===== config.mk =====
export PLATFORM = sky130hd
export DESIGN_NAME = ram32x4_access_ctrl_flat
export DESIGN_NICKNAME = d
export VERILOG_FILES = /design/src/rtl/ram32x4_access_ctrl_if.sv /design/src/rtl/ram32x4_access_ctrl.sv /design/src/flat_wrapper.sv
export SDC_FILE = /design/constraint.sdc
export NUM_CORES = 1
export LEC_CHECK = 0
export ABC_AREA = 0
export BUFFER_PORTS_ARGS = -buffer_cell sky130_fd_sc_hd__buf_4
export CAP_MARGIN = 25
export CORE_MARGIN = 2
export CORE_UTILIZATION = 30
export DETAILED_ROUTE_END_ITERATION = 10
export MAX_ROUTING_LAYER = met4
export PLACE_DENSITY = 0.5
export SYNTH_ARGS = -nofsm -noshare
export SYNTH_HDL_FRONTEND = slang
export SYNTH_SLANG_ARGS = --single-unit

===== constraint.sdc =====
create_clock -name clk -period 2.1 [get_ports clk]
set_clock_uncertainty 0.05 [all_clocks]
set_input_delay 0.21 -clock clk [delete_from_list [all_inputs] [get_ports clk]]
set_output_delay 0.21 -clock clk [all_outputs]
set_load 0.05 [all_outputs]

===== src/rtl/ram32x4_access_ctrl_if.sv =====
// Client-side request/response bundle for the 32x4 RAM access controller.
// The controller plays the slave; client logic (UI, display) is the master.
interface ram32x4_access_ctrl_if #(
    parameter int ADDR_W = 5,
    parameter int DATA_W = 4
) ();
    logic              req_valid;
    logic              req_ready;
    logic [1:0]        req_op;
    logic [ADDR_W-1:0] req_addr;
    logic [DATA_W-1:0] req_data;
    logic              rsp_valid;
    logic [DATA_W-1:0] rsp_data;
    logic              fill_done;

    modport master (
        output req_valid, req_op, req_addr, req_data,
        input  req_ready, rsp_valid, rsp_data, fill_done
    );

    modport slave (
        input  req_valid, req_op, req_addr, req_data,
        output req_ready, rsp_valid, rsp_data, fill_done
    );
endinterface


===== src/rtl/ram32x4_access_ctrl.sv =====
// Front end owning the 32x4 RAM ports: single read/write and whole-array
// fill commands, hiding the RAM's one-cycle registered read latency.
module ram32x4_access_ctrl #(
    parameter int ADDR_W = 5,
    parameter int DATA_W = 4
) (
    input  logic                   clk,
    input  logic                   reset,
    ram32x4_access_ctrl_if.slave   bus,
    output logic                   busy,
    output logic [ADDR_W-1:0]      ram_address,
    output logic [DATA_W-1:0]      ram_data_in,
    output logic                   ram_write_enable,
    input  logic [DATA_W-1:0]      ram_data_out
);
    localparam logic [1:0] OP_RD   = 2'b00;
    localparam logic [1:0] OP_WR   = 2'b01;
    localparam logic [1:0] OP_FILL = 2'b10;
    localparam logic [ADDR_W-1:0] LAST = '1;

    typedef enum logic [2:0] {
        IDLE,
        WRITE,
        RD_WAIT,
        RD_CAP,
        FILL
    } state_t;

    state_t state_q, state_d;

    logic [ADDR_W-1:0] addr_d;
    logic [DATA_W-1:0] din_d;
    logic              we_d;
    logic [DATA_W-1:0] rsp_data_q, rsp_data_d;
    logic              rsp_valid_q, rsp_valid_d;
    logic              fill_done_q, fill_done_d;

    assign bus.req_ready = (state_q == IDLE);
    assign bus.rsp_valid = rsp_valid_q;
    assign bus.rsp_data  = rsp_data_q;
    assign bus.fill_done = fill_done_q;

    always_comb begin
        state_d     = state_q;
        addr_d      = ram_address;
        din_d       = ram_data_in;
        we_d        = 1'b0;
        rsp_data_d  = rsp_data_q;
        rsp_valid_d = 1'b0;
        fill_done_d = 1'b0;
        case (state_q)
            IDLE: begin
                if (bus.req_valid) begin
                    case (bus.req_op)
                        OP_RD: begin
                            addr_d  = bus.req_addr;
                            state_d = RD_WAIT;
                        end
                        OP_WR: begin
                            addr_d  = bus.req_addr;
                            din_d   = bus.req_data;
                            we_d    = 1'b1;
                            state_d = WRITE;
                        end
                        OP_FILL: begin
                            addr_d  = '0;
                            din_d   = bus.req_data;
                            we_d    = 1'b1;
                            state_d = FILL;
                        end
                        default: state_d = IDLE;
                    endcase
                end
            end
            WRITE:   state_d = IDLE;
            RD_WAIT: state_d = RD_CAP;
            RD_CAP: begin
                rsp_data_d  = ram_data_out;
                rsp_valid_d = 1'b1;
                state_d     = IDLE;
            end
            FILL: begin
                // ram_address doubles as the fill counter
                if (ram_address == LAST) begin
                    addr_d      = '0;
                    fill_done_d = 1'b1;
                    state_d     = IDLE;
                end else begin
                    addr_d = ram_address + 1'b1;
                    we_d   = 1'b1;
                end
            end
            default: state_d = IDLE;
        endcase
    end

    always_ff @(posedge clk) begin
        if (reset) begin
            state_q          <= IDLE;
            ram_address      <= '0;
            ram_data_in      <= '0;
            ram_write_enable <= 1'b0;
            rsp_data_q       <= '0;
            rsp_valid_q      <= 1'b0;
            fill_done_q      <= 1'b0;
            busy             <= 1'b0;
        end else begin
            state_q          <= state_d;
            ram_address      <= addr_d;
            ram_data_in      <= din_d;
            ram_write_enable <= we_d;
            rsp_data_q       <= rsp_data_d;
            rsp_valid_q      <= rsp_valid_d;
            fill_done_q      <= fill_done_d;
            busy             <= (state_d != IDLE);
        end
    end
endmodule


===== src/flat_wrapper.sv =====
// flat-port wrapper written by rule: the top's interface ports become plain ports
module ram32x4_access_ctrl_flat 
#(
    parameter int ADDR_W = 5,
    parameter int DATA_W = 4
)
  (clk, reset, busy, ram_address, ram_data_in, ram_write_enable, ram_data_out, bus_req_valid, bus_req_op, bus_req_addr, bus_req_data, bus_req_ready, bus_rsp_valid, bus_rsp_data, bus_fill_done);
  ram32x4_access_ctrl_if #(.ADDR_W(ADDR_W), .DATA_W(DATA_W)) bus_i ();
  input  logic clk;
  input  logic reset;
  output logic busy;
  output logic [ADDR_W-1:0] ram_address;
  output logic [DATA_W-1:0] ram_data_in;
  output logic ram_write_enable;
  input  logic [DATA_W-1:0] ram_data_out;
  input wire logic [$bits(bus_i.req_valid)-1:0] bus_req_valid;
  input wire logic [$bits(bus_i.req_op)-1:0] bus_req_op;
  input wire logic [$bits(bus_i.req_addr)-1:0] bus_req_addr;
  input wire logic [$bits(bus_i.req_data)-1:0] bus_req_data;
  output wire logic [$bits(bus_i.req_ready)-1:0] bus_req_ready;
  output wire logic [$bits(bus_i.rsp_valid)-1:0] bus_rsp_valid;
  output wire logic [$bits(bus_i.rsp_data)-1:0] bus_rsp_data;
  output wire logic [$bits(bus_i.fill_done)-1:0] bus_fill_done;
  assign bus_i.req_valid = bus_req_valid;
  assign bus_i.req_op = bus_req_op;
  assign bus_i.req_addr = bus_req_addr;
  assign bus_i.req_data = bus_req_data;
  assign bus_req_ready = bus_i.req_ready;
  assign bus_rsp_valid = bus_i.rsp_valid;
  assign bus_rsp_data = bus_i.rsp_data;
  assign bus_fill_done = bus_i.fill_done;
  ram32x4_access_ctrl #(.ADDR_W(ADDR_W), .DATA_W(DATA_W)) u_core (.clk(clk), .reset(reset), .bus(bus_i), .busy(busy), .ram_address(ram_address), .ram_data_in(ram_data_in), .ram_write_enable(ram_write_enable), .ram_data_out(ram_data_out));
endmodule

==> After elaboration in Yosys (flattened, before gate mapping) <==
Cells that the tools add are included.
{ "classes": {"n_eq_ne": 8, "muxes": 14, "n_reduce_logical": 9, "addsub": 1, "n_bitwise": 1} }
{ "op_table": {"columns": ["op", "count"], "rows": [
  ["$pmux W5 S2", 2],
  ["$pmux W3 S3", 2],
  ["$mux W5", 2],
  ["$eq A3 B2 Y1 const B", 2],
  ["$mux W3", 2],
  ["$reduce_and A3 Y1", 2],
  ["$reduce_or A2 Y1", 3],
  ["$add A5 B1 Y5 const B", 1],
  ["$eq A5 B5 Y1 const B", 1],
  ["$mux W1", 5],
  ["$eq A3 B3 Y1 const B", 1],
  ["$logic_not A3 Y1", 1],
  ["$ne A3 B2 Y1 const B", 1],
  ["$reduce_bool A3 Y1", 1],
  ["$eq A2 B1 Y1 const B", 1],
  ["$eq A2 B2 Y1 const B", 1],
  ["$logic_not A2 Y1", 1],
  ["$ne A2 B2 Y1 const B", 1],
  ["$pmux W1 S2", 1],
  ["$reduce_bool A2 Y1", 1],
  ["$not A1 Y1", 1]
]} }
{ "word_totals": {"in_bits": 18, "wordCells": 41, "regBits": 20} }

==> Longest topological paths before layout <==
Gate-level depths: netlist (run 1).
{ "depth": {"depth_word": 5, "depth_mapped": 7, "ltp_nobuf": 6} }

==> Least setup slack after synthesis (run 1) <==
No wires, ideal clock.
{ "synth_path": {"path_kind": "register to register", "start": "reg u_core.state_q[1]", "end": "reg u_core.ram_data_in[0]", "slack_ps": -310, "t_arrival_ps": 2232, "t_required_ps": 1922, "stages_incl_launch_ff": 7, "path_cell_list": "dfxtp_1 buf_6 nor3_1 and3_1 buf_2 mux2i_1 nor2_1"} }
{ "synth_between": {"elab_chain_cells": 2} }
{ "synth_rtl": {"columns": ["item", "line", "text"], "rows": [
  ["start, declared", "ram32x4_access_ctrl.sv:29", "state_t state_q, state_d;"],
  ["start signal, assigned", "ram32x4_access_ctrl.sv:108", "state_q <= state_d;"],
  ["$logic_not A3 Y1", null, null],
  ["via bus_req_ready", "flat_wrapper.sv:20", "output wire logic [$bits(bus_i.req_ready)-1:0] bus_req_ready;"],
  ["$reduce_and A3 Y1 (no line)", null, null],
  ["end signal, assigned", "ram32x4_access_ctrl.sv:110", "ram_data_in <= din_d;"],
  ["end, declared", "ram32x4_access_ctrl.sv:12", "output logic [DATA_W-1:0] ram_data_in,"]
]} }
The timed path passes the listed nets, and every way through them passes these cells.
A chain may end at the register's enable or synchronous reset.

==> Final worst setup path (run 1) <==
{ "layout_path": {"start": "reg u_core.ram_address[0]", "end": "reg u_core.busy"} }
{ "layout_between": {"elab_chain_cells": 4} }
{ "layout_rtl": {"columns": ["item", "line", "text"], "rows": [
  ["start, declared", "ram32x4_access_ctrl.sv:11", "output logic [ADDR_W-1:0] ram_address,"],
  ["start signal, assigned", "ram32x4_access_ctrl.sv:109", "ram_address <= addr_d;"],
  ["$eq A5 B5 Y1", "ram32x4_access_ctrl.sv:84", "if (ram_address == LAST) begin"],
  ["$mux W3", "ram32x4_access_ctrl.sv:84", null],
  ["$pmux W3 S3", "ram32x4_access_ctrl.sv:51", "case (state_q)"],
  ["$reduce_bool A3 Y1", "ram32x4_access_ctrl.sv:115", "busy <= (state_d != IDLE);"],
  ["end signal, assigned", "ram32x4_access_ctrl.sv:115", null],
  ["end, declared", "ram32x4_access_ctrl.sv:10", "output logic busy,"]
]} }
Every way passes these cells.

==> run_summary.xml, run 1 <==
<?xml version="1.0" encoding="UTF-8"?>
<metrics>
  <group name="outcome">
    <metric name="run_status" unit="">complete, no violations</metric>
  </group>
  <group name="clock_network">
    <metric name="clkTransAtPathRegs" unit="ps">120</metric>
    <metric name="ctsHtreeMaxLevel" unit="">1</metric>
    <metric name="cts_root_buffer" unit="">sky130_fd_sc_hd__clkbuf_4</metric>
    <metric name="cts_tree" unit="">built</metric>
    <metric name="post-cts-setup-buffer-count" unit="">0</metric>
    <metric name="numCtsBuffers" unit="">3</metric>
    <metric name="post_cts.resized_instances" unit="">0</metric>
    <metric name="max-clock-path-buffers" unit="">2</metric>
    <metric name="cts-hold-fix-buffers" unit="">0</metric>
    <metric name="numClockSinks" unit="">20</metric>
    <metric name="clkLatencyLatePin" unit="ps">300</metric>
  </group>
  <group name="timing">
    <metric name="finalHoldViolCount" unit="">0</metric>
    <metric name="rsz0062_at_grt" unit="">false</metric>
    <metric name="worst_hold_margin" unit="ps">79.92</metric>
    <metric name="post-route-worst-setup-slack" unit="ps">298.9</metric>
    <metric name="period_minus_slack" unit="ps">1801</metric>
    <metric name="timing_limited_maximum_frequency" unit="MHz">555.2</metric>
    <metric name="final_min_period_over_clock_period" unit="%">85.77</metric>
    <metric name="drv_slew" unit="">0</metric>
    <metric name="slew_headroom" unit="%">68.99</metric>
    <metric name="setup_viol_count_final" unit="">0</metric>
    <metric name="final.setup.tns" unit="ps">0</metric>
    <metric name="worst_pin_slew" unit="ps">463.0</metric>
  </group>
  <group name="grt">
    <metric name="first_pass_grt_wire_length" unit="mm">3.581</metric>
    <metric name="first_global_vias" unit="">799</metric>
    <metric name="gr-usage-all-layers" unit="%">13.47</metric>
    <metric name="grt_remaining_overflow" unit="">0</metric>
    <metric name="grt_start_max_net_pins" unit="">22</metric>
    <metric name="antenna_found_initial" unit="">0</metric>
  </group>
  <group name="logic_synthesis">
    <metric name="yosys.area_share.adder" unit="%">8.895</metric>
    <metric name="synth_simple_gate_area_share" unit="%">21.98</metric>
    <metric name="main_combinational_cell_family_by_area_after_synthesis" unit="">simple AND/OR/NAND/NOR gates</metric>
    <metric name="syn-mean-instance-area" unit="sq um">9.654</metric>
    <metric name="synthesized_area" unit="sq um">984.7</metric>
    <metric name="ys_seq_area_share" unit="%">40.66</metric>
    <metric name="share_of_the_synthesized_area_in_compound_gates_ao_oa_aoi_oai" unit="%">9.530</metric>
    <metric name="synth.area.mux_share" unit="%">10.29</metric>
    <metric name="post_synth_xor_area_fraction" unit="%">1.779</metric>
    <metric name="netlist_top_cells_area" unit="">sky130_fd_sc_hd__dfxtp_1 (41%), sky130_fd_sc_hd__mux2i_1 (9.1%), sky130_fd_sc_hd__ha_1 (8.9%)</metric>
    <metric name="dominantRegCellSynth" unit="">sky130_fd_sc_hd__dfxtp_1</metric>
    <metric name="synthesis.nets" unit="">127</metric>
    <metric name="synth.ff_latch_count" unit="">20</metric>
    <metric name="async_reset_ff_share" unit="%">0</metric>
    <metric name="synth_area_leader_cell" unit="">sky130_fd_sc_hd__dfxtp_1</metric>
    <metric name="synth_edf_count" unit="">0</metric>
    <metric name="synth_cell_type_count" unit="">32</metric>
    <metric name="yosysWarningCount" unit="">0</metric>
    <metric name="syn_inst" unit="">102</metric>
    <metric name="area_share_of_the_largest_cell_type_after_synthesis" unit="%">40.66</metric>
  </group>
  <group name="finish">
    <metric name="final_layout_size_suffix_gt1_share" unit="%">34.07</metric>
    <metric name="final_cell_mix" unit="">sky130_fd_sc_hd__buf_4 (36), sky130_fd_sc_hd__dfxtp_1 (20), sky130_fd_sc_hd__nor2_1 (12)</metric>
    <metric name="final_nets" unit="">161</metric>
    <metric name="fin_util" unit="%">42.97</metric>
    <metric name="relative_area_change_from_synthesis_to_final_layout" unit="%">34.31</metric>
    <metric name="layout_commonest_cell" unit="">sky130_fd_sc_hd__buf_4</metric>
    <metric name="num-fill-cells" unit="">312</metric>
    <metric name="num_antenna_cells" unit="">0</metric>
  </group>
  <group name="drt">
    <metric name="dr.first_iter.drc_count" unit="">16</metric>
    <metric name="num_vias" unit="">826</metric>
    <metric name="routed_via_density" unit="">4.615</metric>
    <metric name="antenna_left" unit="">0</metric>
    <metric name="drt-total-wl" unit="mm">2.162</metric>
    <metric name="drt_pass1_iterations" unit="">4</metric>
    <metric name="route.detailed.drc" unit="">0</metric>
    <metric name="average_wire_length_per_cell_after_detail_routing" unit="um">12.08</metric>
  </group>
  <group name="critical_path">
    <metric name="kind_of_critical_path" unit="">flop to flop</metric>
    <metric name="worst-path-max-fanout" unit="">5</metric>
    <metric name="start_kind" unit="">flop</metric>
    <metric name="timing.reg2reg.worst_path_depth" unit="">6</metric>
    <metric name="reg2reg_from" unit="">u_core.ram_address[0]</metric>
    <metric name="regToRegSetupSlack" unit="ps">300</metric>
    <metric name="critical_path.reg2reg.endpoint" unit="">u_core.busy</metric>
    <metric name="timing.critical_path.to_type" unit="">flop</metric>
    <metric name="required" unit="ps">2300</metric>
    <metric name="worst-endpoint-arrival" unit="ps">2000</metric>
  </group>
  <group name="power_and_ir_drop">
    <metric name="power.static_leakage" unit="nW">0.6231</metric>
    <metric name="peakVddDrop" unit="mV">0.7488</metric>
    <metric name="powerDensity" unit="nW/um^2">732.9</metric>
  </group>
  <group name="min_path">
    <metric name="hold_path_startpoint" unit="">bus_req_data[1]</metric>
    <metric name="hold_path_end" unit="">u_core.ram_data_in[1]</metric>
    <metric name="worst_hold_path_type" unit="">input port to flop</metric>
    <metric name="hold-path-cell-count" unit="">3</metric>
  </group>
  <group name="die">
    <metric name="die_width" unit="um">61.29</metric>
    <metric name="floorplan.core_area" unit="sq um">3078</metric>
    <metric name="floorplan.io_pins" unit="">36</metric>
    <metric name="fp.dieArea" unit="sq um">3756</metric>
    <metric name="die_y" unit="um">61.29</metric>
    <metric name="num_rows" unit="">20</metric>
    <metric name="initial_utilization" unit="%">31.99</metric>
  </group>
  <group name="place">
    <metric name="dpl_worst_slack" unit="ps">202.3</metric>
    <metric name="gp_routability_congestion" unit="">0.7847</metric>
    <metric name="place_hpwl" unit="mm">1.706</metric>
    <metric name="port_buffers" unit="">35</metric>
  </group>
  <group name="flow_run">
    <metric name="max_cap_violations" unit="">0</metric>
  </group>
</metrics>
-- metrics by stage --
step	total power, mW	area [sq um]	cells
3_3_place_gp	0.6663	1270	175
4_1_cts	0.9797	1323	179
6_report	0.9693	1323	179
5_1_grt	1.012	1323	179
3_5_place_dp	0.6677	1270	175
2_1_floorplan	0.5923	989.7	102
-- area by class of cell --
type,instances,area (sq um),share of cell area (%)
multi-input combinational,69,521.8,39.45
sequential,20,400.4,30.27
timing repair buffer,36,270.3,20.44
tap,44,55.05,4.163
clock inverter,1,30.03,2.271
clock buffer,3,22.52,1.703
inverter,6,22.52,1.703
-- cell families (layout without fill, tap and decap cells) --
family / after synthesis / in the layout
compound gates: 12 / 12
xor+xnor: 2 / 2
fa+ha+maj: 7 / 7
buf+inv: 13 / 46
flops: 20 / 20
mux: 10 / 10
simple gates: 38 / 38
-- worst max-delay path, stage by stage, from the launching register on --
cell,delay (ps)
sky130_fd_sc_hd__dfxtp_1,370
sky130_fd_sc_hd__ha_1,230
sky130_fd_sc_hd__and3_1,200
sky130_fd_sc_hd__ha_1,230
sky130_fd_sc_hd__mux2_2,270
sky130_fd_sc_hd__nor4_1,250
sky130_fd_sc_hd__a211o_1,140
-- cell usage after synthesis (2+ instances only) --
library cell and instances:
sky130_fd_sc_hd__dfxtp_1 20, sky130_fd_sc_hd__nor2_1 12, sky130_fd_sc_hd__mux2i_1 9, sky130_fd_sc_hd__ha_1 7
sky130_fd_sc_hd__inv_1 6, sky130_fd_sc_hd__nor3_1 4, sky130_fd_sc_hd__a21oi_1 3, sky130_fd_sc_hd__a311oi_1 3
sky130_fd_sc_hd__and3_1 3, sky130_fd_sc_hd__buf_2 3, sky130_fd_sc_hd__nand2_1 3, sky130_fd_sc_hd__nor4_1 3
sky130_fd_sc_hd__buf_6 2, sky130_fd_sc_hd__nand3_1 2, sky130_fd_sc_hd__nand3b_1 2, sky130_fd_sc_hd__nor3b_1 2
sky130_fd_sc_hd__or3_1 2, sky130_fd_sc_hd__xnor2_1 2
-- state kept, by name (all words and copies together) (netlist names) --
signal	cells
u_core.ram_data_in	4
u_core.bus.rsp_data	4
u_core.state_q	3
u_core.bus.fill_done	1
u_core.ram_write_enable	1
u_core.busy	1
u_core.ram_address	5
u_core.bus.rsp_valid	1
-- metal layers --
metal / track usage [%] / share of wire, % / routed length [um] / up-vias
met3: 3.782 / 4.2 / 90 / 2
met2: 22.04 / 51 / 1107 / 16
li1: - / - / - / 420
met1: 16.17 / 44 / 946 / 388
met5: - / 0 / 0 / -
met4: 3.727 / 0.83 / 18 / 0
-- worst max path at each step --
stage / start / to
finish: u_core.ram_address[0] / u_core.busy
global route: u_core.ram_address[0] / u_core.busy
CTS: u_core.ram_address[0] / u_core.busy
detailed placement: bus_req_op[0] / u_core.ram_address[1]
global placement: bus_req_op[0] / u_core.ram_address[3]
floorplan: u_core.state_q[1] / u_core.ram_data_in[0]
-- power by group --
| group | switching, mW | internal (mW) |
|---|---|---|
| clock | 0.120 | 0.193 |
| sequential | 0.0227 | 0.402 |
| combinational | 0.141 | 0.0919 |
| total | 0.283 | 0.686 |
Power figures use the tool's default switching activity.
==> run 2, diff against run 1 <==
--- a/config.mk
+++ b/config.mk
@@ -10,8 +10,8 @@
 export CAP_MARGIN = 25
 export CORE_MARGIN = 2
-export CORE_UTILIZATION = 30
+export CORE_UTILIZATION = 25
 export DETAILED_ROUTE_END_ITERATION = 10
 export MAX_ROUTING_LAYER = met4
-export PLACE_DENSITY = 0.5
+export PLACE_DENSITY = 0.43
 export SYNTH_ARGS = -nofsm -noshare
 export SYNTH_HDL_FRONTEND = slang
==> constraint.sdc (replaced) <==
create_clock -name clk -period 2.1 [get_ports clk]
set_clock_uncertainty 0.05 [all_clocks]
set_input_delay 0.105 -clock clk [delete_from_list [all_inputs] [get_ports clk]]
set_output_delay 0.105 -clock clk [all_outputs]
set_load 0.05 [all_outputs]
==> run 2 against run 1 <==
Against the previous run:
- combinational power barely moved
- via count shrank 0.48%
- sequential cell count is the same
- hold slack worse by 55 ps
- wire length rose by 1.4%
- clock power rose by 22%
- core utilization fell by 6.7 points
- first-iteration DRC count down 13%
- register-to-register slack worse by 40 ps
- final cell count is 2.2% higher
- worst setup slack worse by 44 ps
- critical path type unchanged
- critical endpoint unchanged
==> run_summary.xml, run 2 (synthesis results as in run 1) <==
<?xml version="1.0" encoding="UTF-8"?>
<metrics>
  <group name="die">
    <metric name="floorplan.io_pins" unit="">36</metric>
    <metric name="fp.dieArea" unit="sq um">4457</metric>
    <metric name="initial_utilization" unit="%">26.50</metric>
    <metric name="floorplan.core_area" unit="sq um">3716</metric>
    <metric name="num_rows" unit="">22</metric>
    <metric name="die_y" unit="um">66.76</metric>
    <metric name="die_width" unit="um">66.76</metric>
  </group>
  <group name="clock_network">
    <metric name="ctsHtreeMaxLevel" unit="">1</metric>
    <metric name="numClockSinks" unit="">20</metric>
    <metric name="post_cts.resized_instances" unit="">0</metric>
    <metric name="clkTransAtPathRegs" unit="ps">80</metric>
    <metric name="post-cts-setup-buffer-count" unit="">0</metric>
    <metric name="max-clock-path-buffers" unit="">2</metric>
    <metric name="cts_root_buffer" unit="">sky130_fd_sc_hd__clkbuf_8</metric>
    <metric name="cts-hold-fix-buffers" unit="">0</metric>
    <metric name="clkLatencyLatePin" unit="ps">260</metric>
    <metric name="cts_tree" unit="">built</metric>
    <metric name="numCtsBuffers" unit="">3</metric>
  </group>
  <group name="timing">
    <metric name="final_min_period_over_clock_period" unit="%">87.85</metric>
    <metric name="slew_headroom" unit="%">72.02</metric>
    <metric name="rsz0062_at_grt" unit="">false</metric>
    <metric name="worst_pin_slew" unit="ps">417.7</metric>
    <metric name="timing_limited_maximum_frequency" unit="MHz">542.1</metric>
    <metric name="drv_slew" unit="">0</metric>
    <metric name="period_minus_slack" unit="ps">1845</metric>
    <metric name="finalHoldViolCount" unit="">0</metric>
    <metric name="worst_hold_margin" unit="ps">24.50</metric>
    <metric name="final.setup.tns" unit="ps">0</metric>
    <metric name="setup_viol_count_final" unit="">0</metric>
  </group>
  <group name="finish">
    <metric name="final_cell_mix" unit="">sky130_fd_sc_hd__buf_4 (36), sky130_fd_sc_hd__dfxtp_1 (20), sky130_fd_sc_hd__nor2_1 (12)</metric>
    <metric name="final_nets" unit="">161</metric>
    <metric name="relative_area_change_from_synthesis_to_final_layout" unit="%">36.72</metric>
    <metric name="num_antenna_cells" unit="">0</metric>
    <metric name="final_area" unit="sq um">1346</metric>
    <metric name="final_layout_size_suffix_gt1_share" unit="%">34.07</metric>
    <metric name="largest_register" unit="">u_core.ram_address</metric>
    <metric name="fin_util" unit="%">36.23</metric>
    <metric name="layout_commonest_cell" unit="">sky130_fd_sc_hd__buf_4</metric>
    <metric name="flip_flop_count_of_the_largest_register_after_layout" unit="">5</metric>
  </group>
  <group name="drt">
    <metric name="drt-total-wl" unit="mm">2.193</metric>
    <metric name="antenna_left" unit="">0</metric>
    <metric name="num_vias" unit="">822</metric>
    <metric name="average_wire_length_per_cell_after_detail_routing" unit="um">11.98</metric>
    <metric name="route.detailed.drc" unit="">0</metric>
    <metric name="routed_via_density" unit="">4.492</metric>
    <metric name="dr.first_iter.drc_count" unit="">14</metric>
    <metric name="drt_pass1_iterations" unit="">3</metric>
  </group>
  <group name="critical_path">
    <metric name="cpMaxStageDelayCell" unit="">sky130_fd_sc_hd__dfxtp_1</metric>
    <metric name="kind_of_critical_path" unit="">flop to flop</metric>
    <metric name="cpMostUsedCell" unit="">sky130_fd_sc_hd__ha_1</metric>
    <metric name="required" unit="ps">2260</metric>
    <metric name="timing.critical_path.to_type" unit="">flop</metric>
    <metric name="worst_path_largest_cell_delay" unit="ps">370</metric>
    <metric name="worst-path-max-fanout" unit="">5</metric>
    <metric name="crit_chain" unit="">ha_1 -&gt; and3_1 -&gt; ha_1 -&gt; mux2_2 -&gt; nor4_1 -&gt; a211o_1</metric>
    <metric name="worst-endpoint-arrival" unit="ps">2000</metric>
    <metric name="reg2reg_from" unit="">u_core.ram_address[0]</metric>
    <metric name="cp.buffers_inverters" unit="">0</metric>
    <metric name="timing.critical_path.max_delay_family" unit="">adder cells</metric>
    <metric name="timing.critical_path.from" unit="">u_core.ram_address[0]</metric>
    <metric name="start_kind" unit="">flop</metric>
  </group>
  <group name="grt">
    <metric name="first_pass_grt_wire_length" unit="mm">3.608</metric>
    <metric name="antenna_found_initial" unit="">0</metric>
    <metric name="first_global_vias" unit="">782</metric>
    <metric name="gr-usage-all-layers" unit="%">11.31</metric>
    <metric name="grt_remaining_overflow" unit="">0</metric>
    <metric name="grt_start_max_net_pins" unit="">22</metric>
  </group>
  <group name="min_path">
    <metric name="hold_path_startpoint" unit="">ram_data_out[2]</metric>
    <metric name="worst_hold_path_type" unit="">input port to flop</metric>
  </group>
  <group name="place">
    <metric name="port_buffers" unit="">35</metric>
    <metric name="gp_routability_congestion" unit="">0.7535</metric>
    <metric name="place_hpwl" unit="mm">1.706</metric>
    <metric name="placedInstanceArea" unit="sq um">1275</metric>
  </group>
  <group name="outcome">
    <metric name="run_status" unit="">complete, no violations</metric>
  </group>
  <group name="power_and_ir_drop">
    <metric name="netSwitchingPower" unit="mW">0.2905</metric>
    <metric name="seq_pwr_share" unit="%">40.9</metric>
    <metric name="power.share.clock" unit="%">36.8</metric>
    <metric name="power.internal" unit="mW">0.7476</metric>
    <metric name="finalPower" unit="mW">1.038</metric>
    <metric name="peakVddDrop" unit="mV">0.3121</metric>
    <metric name="combinationalPowerShare" unit="%">22.3</metric>
    <metric name="switching_share" unit="%">27.98</metric>
    <metric name="power.static_leakage" unit="nW">0.6308</metric>
    <metric name="powerDensity" unit="nW/um^2">771.0</metric>
  </group>
  <group name="flow_run">
    <metric name="max_cap_violations" unit="">0</metric>
  </group>
</metrics>
run 2: cell counts in the layout (fill, tap and decap cells not counted):
Identical to the previous run, type by type.
run 2: final timing paths:
check | slack, ps | cells past startpoint | endpoint
max reg2reg | 260 | 6 | u_core.busy
min reg2reg | 450 | 2 | u_core.ram_data_in[0]
min | 20 | 3 | u_core.bus.rsp_data[2]
max | 260 | 6 | u_core.busy
run 2: worst min-delay path, cell delays in order:
cell,delay [ps]
sky130_fd_sc_hd__buf_4,80
sky130_fd_sc_hd__mux2i_1,50
sky130_fd_sc_hd__nor2_1,70
run 2: power by group through the flow:
stage / logic (mW) / clock network, mW / registers [mW]
floorplan: 0.100 / 0 / 0.492
global route: 0.252 / 0.416 / 0.428
global placement: 0.233 / 0 / 0.433
finish: 0.231 / 0.382 / 0.424
detailed placement: 0.233 / 0 / 0.433
CTS: 0.234 / 0.395 / 0.425
run 2: layout make-up:
class                   count  area, sq um
repair buffers             36        270.3
flip-flops and latches     20        400.4
clock inverters             1        30.03
clock buffers               3        41.29
inverters                   6        22.52
well taps                  48        60.06
multi-input cells          69        521.8
fillers                   406         2370
run 2: per-layer routing:
metal	GRT usage, %	share of wire, %	up-vias
met4	6.888	2.4	0
met2	16.63	47	14
li1	-	-	420
met5	-	0	-
met1	14.37	47	384
met3	2.027	3.1	4
run 2: metrics by stage:
step	std cells	worst slack, ps
after floorplan	102	183.9
after global placement	179	237.5
after detailed placement	179	259.3
after CTS	183	238.0
after global routing	183	142.2
final	183	255.2
